[src/rtl/uart_pkg.sv]
// Shared UART definitions: serializer state encoding, frame constants, divider helper.
// Also used by UART RX models and monitors.
package uart_pkg;

    localparam int DATA_BITS = 8;
    localparam int STOP_BITS = 1;

    typedef enum logic [1:0] {
        IDLE  = 2'd0,
        START = 2'd1,
        DATA  = 2'd2,
        STOP  = 2'd3
    } uart_state_e;

    // One requester's byte as seen through the grant mux.
    typedef struct packed {
        logic [7:0] dat;
        logic       last;
    } tx_item_t;

    // Clock cycles per bit; integer truncation, callers must keep the result >= 2.
    function automatic int calc_div(input int clk_hz, input int baud);
        return clk_hz / baud;
    endfunction

endpackage

[src/rtl/uart_tx_arb_if.sv]
// Requester-side byte-stream bundle for the shared UART transmitter.
interface uart_tx_arb_if
    import uart_pkg::*;
#(
    parameter int N_REQ = 4
);

    logic [N_REQ-1:0]   i_valid;
    logic [N_REQ*8-1:0] i_data;
    logic [N_REQ-1:0]   i_last;
    logic [N_REQ-1:0]   o_ready;
    logic [N_REQ-1:0]   o_gnt;

    modport master (
        output i_valid,
        output i_data,
        output i_last,
        input  o_ready,
        input  o_gnt
    );

    modport slave (
        input  i_valid,
        input  i_data,
        input  i_last,
        output o_ready,
        output o_gnt
    );

endinterface

[src/rtl/uart_tx_ser.sv]
// 8N1 serializer with integrated baud counter.
// Latency: o_txd falls the cycle after i_start; a frame lasts exactly 10*DIV cycles.
// Backpressure: i_start is ignored while o_busy is high; o_done marks the last stop-bit cycle.
module uart_tx_ser
    import uart_pkg::*;
#(
    parameter int DIV = 868
) (
    input  logic       i_clk,
    input  logic       i_rst,
    input  logic       i_start,
    input  logic [7:0] i_byte,
    output logic       o_txd,
    output logic       o_busy,
    output logic       o_done
);

    localparam int CW = (DIV > 1) ? $clog2(DIV) : 1;
    localparam logic [CW-1:0] CNT_MAX   = CW'(DIV - 1);
    localparam logic [2:0]    LAST_DATA = 3'(DATA_BITS - 1);
    localparam logic [2:0]    LAST_STOP = 3'(STOP_BITS - 1);

    localparam logic [1:0] ST_IDLE  = 2'(IDLE);
    localparam logic [1:0] ST_START = 2'(START);
    localparam logic [1:0] ST_DATA  = 2'(DATA);
    localparam logic [1:0] ST_STOP  = 2'(STOP);

    logic [1:0]    state;
    logic [CW-1:0] cnt;
    logic [2:0]    bit_idx;
    logic [7:0]    shreg;
    logic          bit_end;

    assign bit_end = (cnt == CNT_MAX);

    always_ff @(posedge i_clk) begin
        if (i_rst) begin
            state   <= ST_IDLE;
            cnt     <= '0;
            bit_idx <= '0;
            shreg   <= '0;
        end else begin
            case (state)
                ST_IDLE: begin
                    if (i_start) begin
                        shreg   <= i_byte;
                        cnt     <= '0;
                        bit_idx <= '0;
                        state   <= ST_START;
                    end
                end
                ST_START: begin
                    if (bit_end) begin
                        cnt   <= '0;
                        state <= ST_DATA;
                    end else begin
                        cnt <= cnt + 1'b1;
                    end
                end
                ST_DATA: begin
                    if (bit_end) begin
                        cnt   <= '0;
                        shreg <= {1'b0, shreg[7:1]};
                        if (bit_idx == LAST_DATA) begin
                            bit_idx <= '0;
                            state   <= ST_STOP;
                        end else begin
                            bit_idx <= bit_idx + 1'b1;
                        end
                    end else begin
                        cnt <= cnt + 1'b1;
                    end
                end
                ST_STOP: begin
                    // bit_idx is reused to count stop bits
                    if (bit_end) begin
                        cnt <= '0;
                        if (bit_idx == LAST_STOP) begin
                            bit_idx <= '0;
                            state   <= ST_IDLE;
                        end else begin
                            bit_idx <= bit_idx + 1'b1;
                        end
                    end else begin
                        cnt <= cnt + 1'b1;
                    end
                end
                default: state <= ST_IDLE;
            endcase
        end
    end

    always_comb begin
        o_txd = 1'b1;
        case (state)
            ST_START: o_txd = 1'b0;
            ST_DATA:  o_txd = shreg[0];
            default:  o_txd = 1'b1;
        endcase
    end

    assign o_busy = (state != ST_IDLE);
    assign o_done = (state == ST_STOP) && bit_end && (bit_idx == LAST_STOP);

endmodule

[src/rtl/uart_tx_arb.sv]
// Round-robin arbiter with packet lock sharing one 8N1 UART line among N_REQ byte streams.
// Latency: grant one cycle after a valid is seen, accept the next cycle, line start bit the cycle after.
// Backpressure: o_ready pulses once per byte, only while the serializer is idle and the requester holds the grant.
module uart_tx_arb
    import uart_pkg::*;
#(
    parameter int N_REQ  = 4,
    parameter int CLK_HZ = 100_000_000,
    parameter int BAUD   = 115_200
) (
    input  logic          i_clk,
    input  logic          i_rst,
    uart_tx_arb_if.slave  req,
    output logic          o_busy,
    output logic          o_txd
);

    localparam int DIV = calc_div(CLK_HZ, BAUD);
    localparam int PW  = (N_REQ > 1) ? $clog2(N_REQ) : 1;

    logic [PW-1:0]    ptr;
    logic [N_REQ-1:0] gnt;
    logic             last_q;

    logic             pick_vld;
    logic [PW-1:0]    pick_idx;
    tx_item_t         sel;
    logic [N_REQ-1:0] ready;
    logic             accept;
    logic             ser_busy;
    logic             ser_done;

    // Search upward from ptr first, then wrap to the indices below it.
    always_comb begin
        pick_vld = 1'b0;
        pick_idx = '0;
        for (int j = 0; j < N_REQ; j++) begin
            if (!pick_vld && (PW'(j) >= ptr) && req.i_valid[j]) begin
                pick_vld = 1'b1;
                pick_idx = PW'(j);
            end
        end
        for (int j = 0; j < N_REQ; j++) begin
            if (!pick_vld && (PW'(j) < ptr) && req.i_valid[j]) begin
                pick_vld = 1'b1;
                pick_idx = PW'(j);
            end
        end
    end

    always_comb begin
        sel = '0;
        for (int i = 0; i < N_REQ; i++) begin
            if (gnt[i]) begin
                sel = '{dat: req.i_data[i*8 +: 8], last: req.i_last[i]};
            end
        end
    end

    assign ready  = ser_busy ? '0 : (gnt & req.i_valid);
    assign accept = |ready;

    always_ff @(posedge i_clk) begin
        if (i_rst) begin
            ptr    <= '0;
            gnt    <= '0;
            last_q <= 1'b0;
        end else if (gnt == '0) begin
            if (pick_vld) begin
                gnt <= N_REQ'(1) << pick_idx;
                ptr <= (pick_idx == PW'(N_REQ - 1)) ? '0 : pick_idx + 1'b1;
            end
        end else begin
            if (accept) begin
                last_q <= sel.last;
            end
            // Packet lock: release only after the last byte's stop bit.
            if (ser_done && last_q) begin
                gnt <= '0;
            end
        end
    end

    uart_tx_ser #(
        .DIV (DIV)
    ) u_ser (
        .i_clk   (i_clk),
        .i_rst   (i_rst),
        .i_start (accept),
        .i_byte  (sel.dat),
        .o_txd   (o_txd),
        .o_busy  (ser_busy),
        .o_done  (ser_done)
    );

    assign req.o_ready = ready;
    assign req.o_gnt   = gnt;
    assign o_busy      = ser_busy;

endmodule

[src/flat_wrapper.sv]
// flat-port wrapper written by rule: the top's interface ports become plain ports
module uart_tx_arb_flat import uart_pkg::*;
#(
    parameter int N_REQ  = 4,
    parameter int CLK_HZ = 100_000_000,
    parameter int BAUD   = 115_200
)
  (i_clk, i_rst, o_busy, o_txd, req_i_valid, req_i_data, req_i_last, req_o_ready, req_o_gnt);
  uart_tx_arb_if #(.N_REQ(N_REQ)) req_i ();
  input  logic i_clk;
  input  logic i_rst;
  output logic o_busy;
  output logic o_txd;
  input wire logic [$bits(req_i.i_valid)-1:0] req_i_valid;
  input wire logic [$bits(req_i.i_data)-1:0] req_i_data;
  input wire logic [$bits(req_i.i_last)-1:0] req_i_last;
  output wire logic [$bits(req_i.o_ready)-1:0] req_o_ready;
  output wire logic [$bits(req_i.o_gnt)-1:0] req_o_gnt;
  assign req_i.i_valid = req_i_valid;
  assign req_i.i_data = req_i_data;
  assign req_i.i_last = req_i_last;
  assign req_o_ready = req_i.o_ready;
  assign req_o_gnt = req_i.o_gnt;
  uart_tx_arb #(.N_REQ(N_REQ), .CLK_HZ(CLK_HZ), .BAUD(BAUD)) u_core (.i_clk(i_clk), .i_rst(i_rst), .req(req_i), .o_busy(o_busy), .o_txd(o_txd));
endmodule
[config.mk]
export PLATFORM = sky130hd
export DESIGN_NAME = uart_tx_arb_flat
export DESIGN_NICKNAME = d
export VERILOG_FILES = /design/src/rtl/uart_pkg.sv /design/src/rtl/uart_tx_arb_if.sv /design/src/rtl/uart_tx_ser.sv /design/src/rtl/uart_tx_arb.sv /design/src/flat_wrapper.sv
export SDC_FILE = /design/constraint.sdc
export NUM_CORES = 1
export LEC_CHECK = 0
export CAP_MARGIN = 15
export CELL_PAD_IN_SITES_DETAIL_PLACEMENT = 2
export CELL_PAD_IN_SITES_GLOBAL_PLACEMENT = 2
export CORE_UTILIZATION = 29
export CTS_BUF_LIST = sky130_fd_sc_hd__clkbuf_8
export DETAILED_ROUTE_END_ITERATION = 8
export PLACE_DENSITY_LB_ADDON = 0.12
export SYNTH_ARGS = -nofsm -noshare
export SYNTH_HDL_FRONTEND = slang
export SYNTH_SLANG_ARGS = --single-unit
[constraint.sdc]
create_clock -name i_clk -period 2.4 [get_ports i_clk]
set_clock_uncertainty 0.1 [all_clocks]
set_input_delay 0.48 -clock i_clk [delete_from_list [all_inputs] [get_ports i_clk]]
set_output_delay 0.48 -clock i_clk [all_outputs]
set_load 0.01 [all_outputs]
== Word-level counts from Yosys, hierarchy flattened ==
Index checks and enable logic that the tools add are counted.
Cells by class
  add/sub/neg operators: 3
  multipliers: 0
  div/mod/pow operators: 0
  order comparisons: 8
  equal/unequal tests: 13
  shift-type cells: 1
  multiplexer cells: 44
  bitwise logic cells: 2
  reduce and logical (&&, ||, !) cells: 40
Operator list (number)
  9-bit two-way mux: 4
  2-bit two-way mux: 13
  10-bit two-way mux: 2
  10-bit one-hot mux with 2 select lines: 1
  1-bit logical AND: 18
  4-bit two-way mux: 4
  8-bit two-way mux: 2
  8-bit one-hot mux with 2 select lines: 1
  3-bit two-way mux: 5
  10-bit by 1-bit adder with 10-bit output, second input constant: 1
  10-bit == test, second input constant: 1
  2-bit inequality test, second input constant: 5
  1-bit two-way mux: 9
  3-bit one-hot mux with 3 select lines: 1
  2-bit one-hot mux with 4 select lines: 1
  1-bit zero test: 7
  2-bit == test, second input constant: 3
  2-bit AND reduction: 3
  6-bit AND reduction: 1
  2-bit nonzero test: 3
  4-bit AND: 1
  1-bit by 2-bit >= comparator with 1-bit output, first input constant: 2
  2-bit >= comparator, first input constant: 2
  4-bit zero test: 1
  other kinds (17): 20
Word-level totals
  register bits: 30
  bits in latches: 0
  bits in writable memories: 0
  bits in read-only memories: 0
  input bits: 42
  memories: 0

== Logic depth before layout (Yosys ltp) ==
  word-level depth: 34
  depth in mapped cells: 8
  depth with buffers taken out: 7

== Hierarchy ==
Synthesis repeated with hierarchy kept, for this count alone.
Second synthesis, totals
  cell total of the unflattened synthesis: 242
  area, all modules: 2060.7 um^2
Modules (own cells, without submodules)
  uart_tx_ser: instances 1, cells an instance 145, area each 1351.3 um^2
  uart_tx_arb: instances 1, cells an instance 97, area each 709.4 um^2

== Worst setup path before layout ==
Ideal clock, no wire load.
  path type: reg-to-output
  from: register u_core.u_ser.state[0]
  to: output o_txd
  arrival: 1.530 ns
  data required time: 1.820 ns
  setup slack: 0.290 ns
  cell stages (with the launch flop): 6
  buffers on the path: 2
  cell sequence: dfxtp_1 inv_1 ha_1 clkbuf_1 clkbuf_1 mux2i_1
On the way
  word-level cells in the longest chain between the ends: 2
  elaborated cells between the ends (all ways): 3
  those cells by class: eq/ne (2); mux (1)
Ends and longest elaborated chain
  from (decl): line uart_tx_ser.sv:28  | logic [1:0] state;
  from (signal assigned): line uart_tx_ser.sv:38  | state <= ST_IDLE;
  from (signal assigned): line uart_tx_ser.sv:49  | state <= ST_START;
  from (signal assigned): line uart_tx_ser.sv:55  | state <= ST_DATA;
  2-bit == test / 2-bit by 1-bit == test with 1-bit output (equally long branches): line uart_tx_ser.sv:95  | case (state)
  1-bit one-hot mux with 2 select lines *: line uart_tx_ser.sv:95
  to (decl): line flat_wrapper.sv:13  | output logic o_txd;
Mark *: on every way between the ends. The rest lies on a longest branch, timed or not.

== Worst setup path after layout ==
  from: input req_i_valid[3]
  to: output req_o_ready[3]
On the way
  word-level cells in the longest chain between the ends: 2
Ends and longest elaborated chain
  from (decl): line flat_wrapper.sv:14  | input wire logic [$bits(req_i.i_valid)-1:0] req_i_valid;
  4-bit AND: line uart_tx_arb.sv:60  | assign ready = ser_busy ? '0 : (gnt & req.i_valid);
  4-bit two-way mux: line uart_tx_arb.sv:60
  to (decl): line flat_wrapper.sv:17  | output wire logic [$bits(req_i.o_ready)-1:0] req_o_ready;
Every way passes these cells.

==> qor.txt <==
status: complete, no violations
Hold Buf Count CTS: 0
Synth Area in Compound Gates: 27.7%
clock tree from TritonCTS: yes
drt via density: 5.66
sequential fraction of the synthesis area: 29.9%
crit path DAT: 1.75 ns
critical path class: in2out
power density cells: 1000 mW/mm^2
Sw Ratio: 42.1%
clock root buffer: clkbuf_8
register area: 601 sq um
Final ANT Viol Nets: 0
Int Power: 1.66 mW
Iter 0 DRT Violations: 69
Mapped Cells: 245
CTS clk-pin slew, worst paths: 0.06 ns
mapped cell area: 0.00201 sq mm
Rows: 29
initial antenna violation count: 0
Post-Synth Adder-Cell Area: 7.46%
Die Ht: 85.3 microns
mux contribution to synthesized area: 3.48%
Worst-Skew Late Latency: 0.28 ns
smallest hold slack: 0.386 ns
Synth Warn #: 0
Num CTS Buffers: 5
Required @ worst endpoint: 1.82 ns
vias in the first global route: 2389
P_leak: 1.10 nW
CP startpoint kind: primary input
total die area: 0.00727 sq mm
wire per inst: 18.9 microns
Post-DP HPWL: 5740 microns
number of distinct library cells after synthesis: 49
GRT Resource Usage Total: 20.8%
Synth top cells by count: 30 x dfxtp_1, 20 x nand2_1, 14 x a21oi_1
# fillers: 740
final hold violation count: 0
synthesized net count: 299
ys async rst share: 0%
Psw: 1.20 mW
via count: 2229
RSZ-0062 raised after global routing: false
Flop pwr share: 25.3%
power share of the combinational group: 59.8%
# IOs: 52
Final nets: 370
layout cells sized above 1: 12.6%
fmax: 429 MHz
Inserted Diodes: 0
Syn Area/Cell: 8.21 sq um
Final Util: 43.9%
XOR/XNOR Fraction of Synth Area: 0.871%
Synth top area share: 29.9%
H-tree Lvls: 2
clock power share: 14.9%
total clock sinks: 30
top post-synthesis cells by area: dfxtp_1 30%, ha_1 7.5%, a221oi_1 3.9%, nand2_1 3.7%, a21oi_1 3.5%
Initial Utilization: 30.8%
drc violations: 0
count leader, synth: dfxtp_1
Core Area: 0.00653 sq mm
area delta synth->final: 42.4%
simple-gate portion of the synthesized area: 25.2%
Multi-input gate area: 0.00132 sq mm
Most used DFF post-synth: dfxtp_1
setup tns final: 0 ns
# Post-CTS Setup Buffers: 0
max cap viols: 0
Period minus WS final: 2.33 ns
Synth area leader: dfxtp_1
worst-path fanout max: 4
Max clock buf depth: 2
die width: 85.3 microns
main combinational cell family by area after synthesis: compound AO/OA/AOI/OAI gates
Setup violations, final: 0
Setup crit end kind: primary output
largest net degree at the start of global routing: 25
first-pass GRT wire length: 11800 microns
I/O Buffers: 51
Slew headroom: 65.1%
number of flops mapped to enable cells by yosys: 0
worst min path class: reg2reg
Routability Congestion: 0.745
crit share post-route: 97.1%
grt ovf: 0
worst slew pin tran: 0.523 ns
FF+latch count, synth: 30
final WL: 7430 microns
Max IR drop VDD: 0.494 mV
Slew Limit Fails: 0
Pwr Total: 2.87 mW
DRT Pass-1 Iters: 4
## routing by layer
| layer | part of all wire [%] | track usage (%) | wire [microns] |
|---|---|---|---|
| met5 | 0 | 0 | 0 |
| met4 | 1.8 | 6.82 | 133 |
| met3 | 2.3 | 3.02 | 173 |
| met2 | 50 | 36.3 | 3680 |
| met1 | 46 | 26.3 | 3440 |
## sequential cells by signal, indices dropped and copies added, names as in the netlist
register / cells
u_core.req.o_gnt: 4
u_core.u_ser.bit_idx: 3
u_core.u_ser.state: 2
u_core.u_ser.cnt: 10
u_core.u_ser.shreg: 8
u_core.last_q: 1
u_core.ptr: 2
## per-stage QoR
step,cells,setup slack (ns),cell area [sq um]
final,394,0.0693,2870
after global routing,394,0.00998,2870
after detailed placement,386,-0.0271,2760
after global placement,386,-0.0128,2760
after floorplan,245,0.290,2010
after CTS,394,0.0401,2860
## final timing paths
check	start	to	slack (ns)	cells after the start
worst min register to register	u_core.u_ser.shreg[4]	u_core.u_ser.shreg[3]	0.39	2
worst max register to register	u_core.u_ser.cnt[0]	u_core.u_ser.cnt[4]	0.19	5
worst max-delay path	req_i_valid[3]	req_o_ready[3]	0.07	3
worst min-delay path	u_core.u_ser.shreg[4]	u_core.u_ser.shreg[3]	0.39	2
## logic make-up after synthesis
family	after synthesis
AOI/OAI and AO/OA	75
and+or+nand+nor	92
DFF	30
buffers and inverters	27
adders and majority gates	12
muxes	7
xor gates and xnor gates	2
## cell usage in the layout (no fill, tap or decap), drive strengths merged, types with 2 or more instances in the layout
cell            n
clkbuf          6
o22ai          10
a311oi          8
ha             12
nand3          12
and3            6
clkinv          2
a21oi          14
nand2          20
nor2           13
nand2b          2
a22oi           8
mux2i           7
a22o            3
buf            27
and2            4
nor2b           2
nor4            4
dlygate4sd2     2
nor3            4
clkdlybuf4s50  48
a31oi           4
o21ai           4
o31ai           5
inv            13
or3            11
o311ai          2
a221oi          9
nand4           6
dfxtp          30
## power groups by stage
stage                     Clock, mW  Sequential, mW  Combinational [mW]
final                         0.426           0.726                1.71
after floorplan                   0           0.715                1.01
after global routing          0.462           0.745                1.87
after CTS                     0.439           0.728                1.73
after global placement            0           0.730                1.63
after detailed placement          0           0.738                1.70
## worst max-delay path, stage by stage
cell and delay [ns]:
clkdlybuf4s50_1 0.55, and3_1 0.18, clkdlybuf4s50_1 0.53
## repair_timing
item | 4_1_cts | 5_1_grt
resized for setup | 4 | 1
pin swaps | 0 | 1
endpoints found under the hold margin | 0 | 0
setup endpoints to repair | 6 | 2
## cell type report
type                    instances  share of cell area, %
repair buffers                 78                   24.9
inverters                      13                   1.70
flip-flops and latches         30                   21.0
well taps                      77                   3.36
clock buffers                   6                   2.88
clock inverters                 2                  0.306
multi-input cells             188                   45.9
Power figures use the tool's default switching activity.
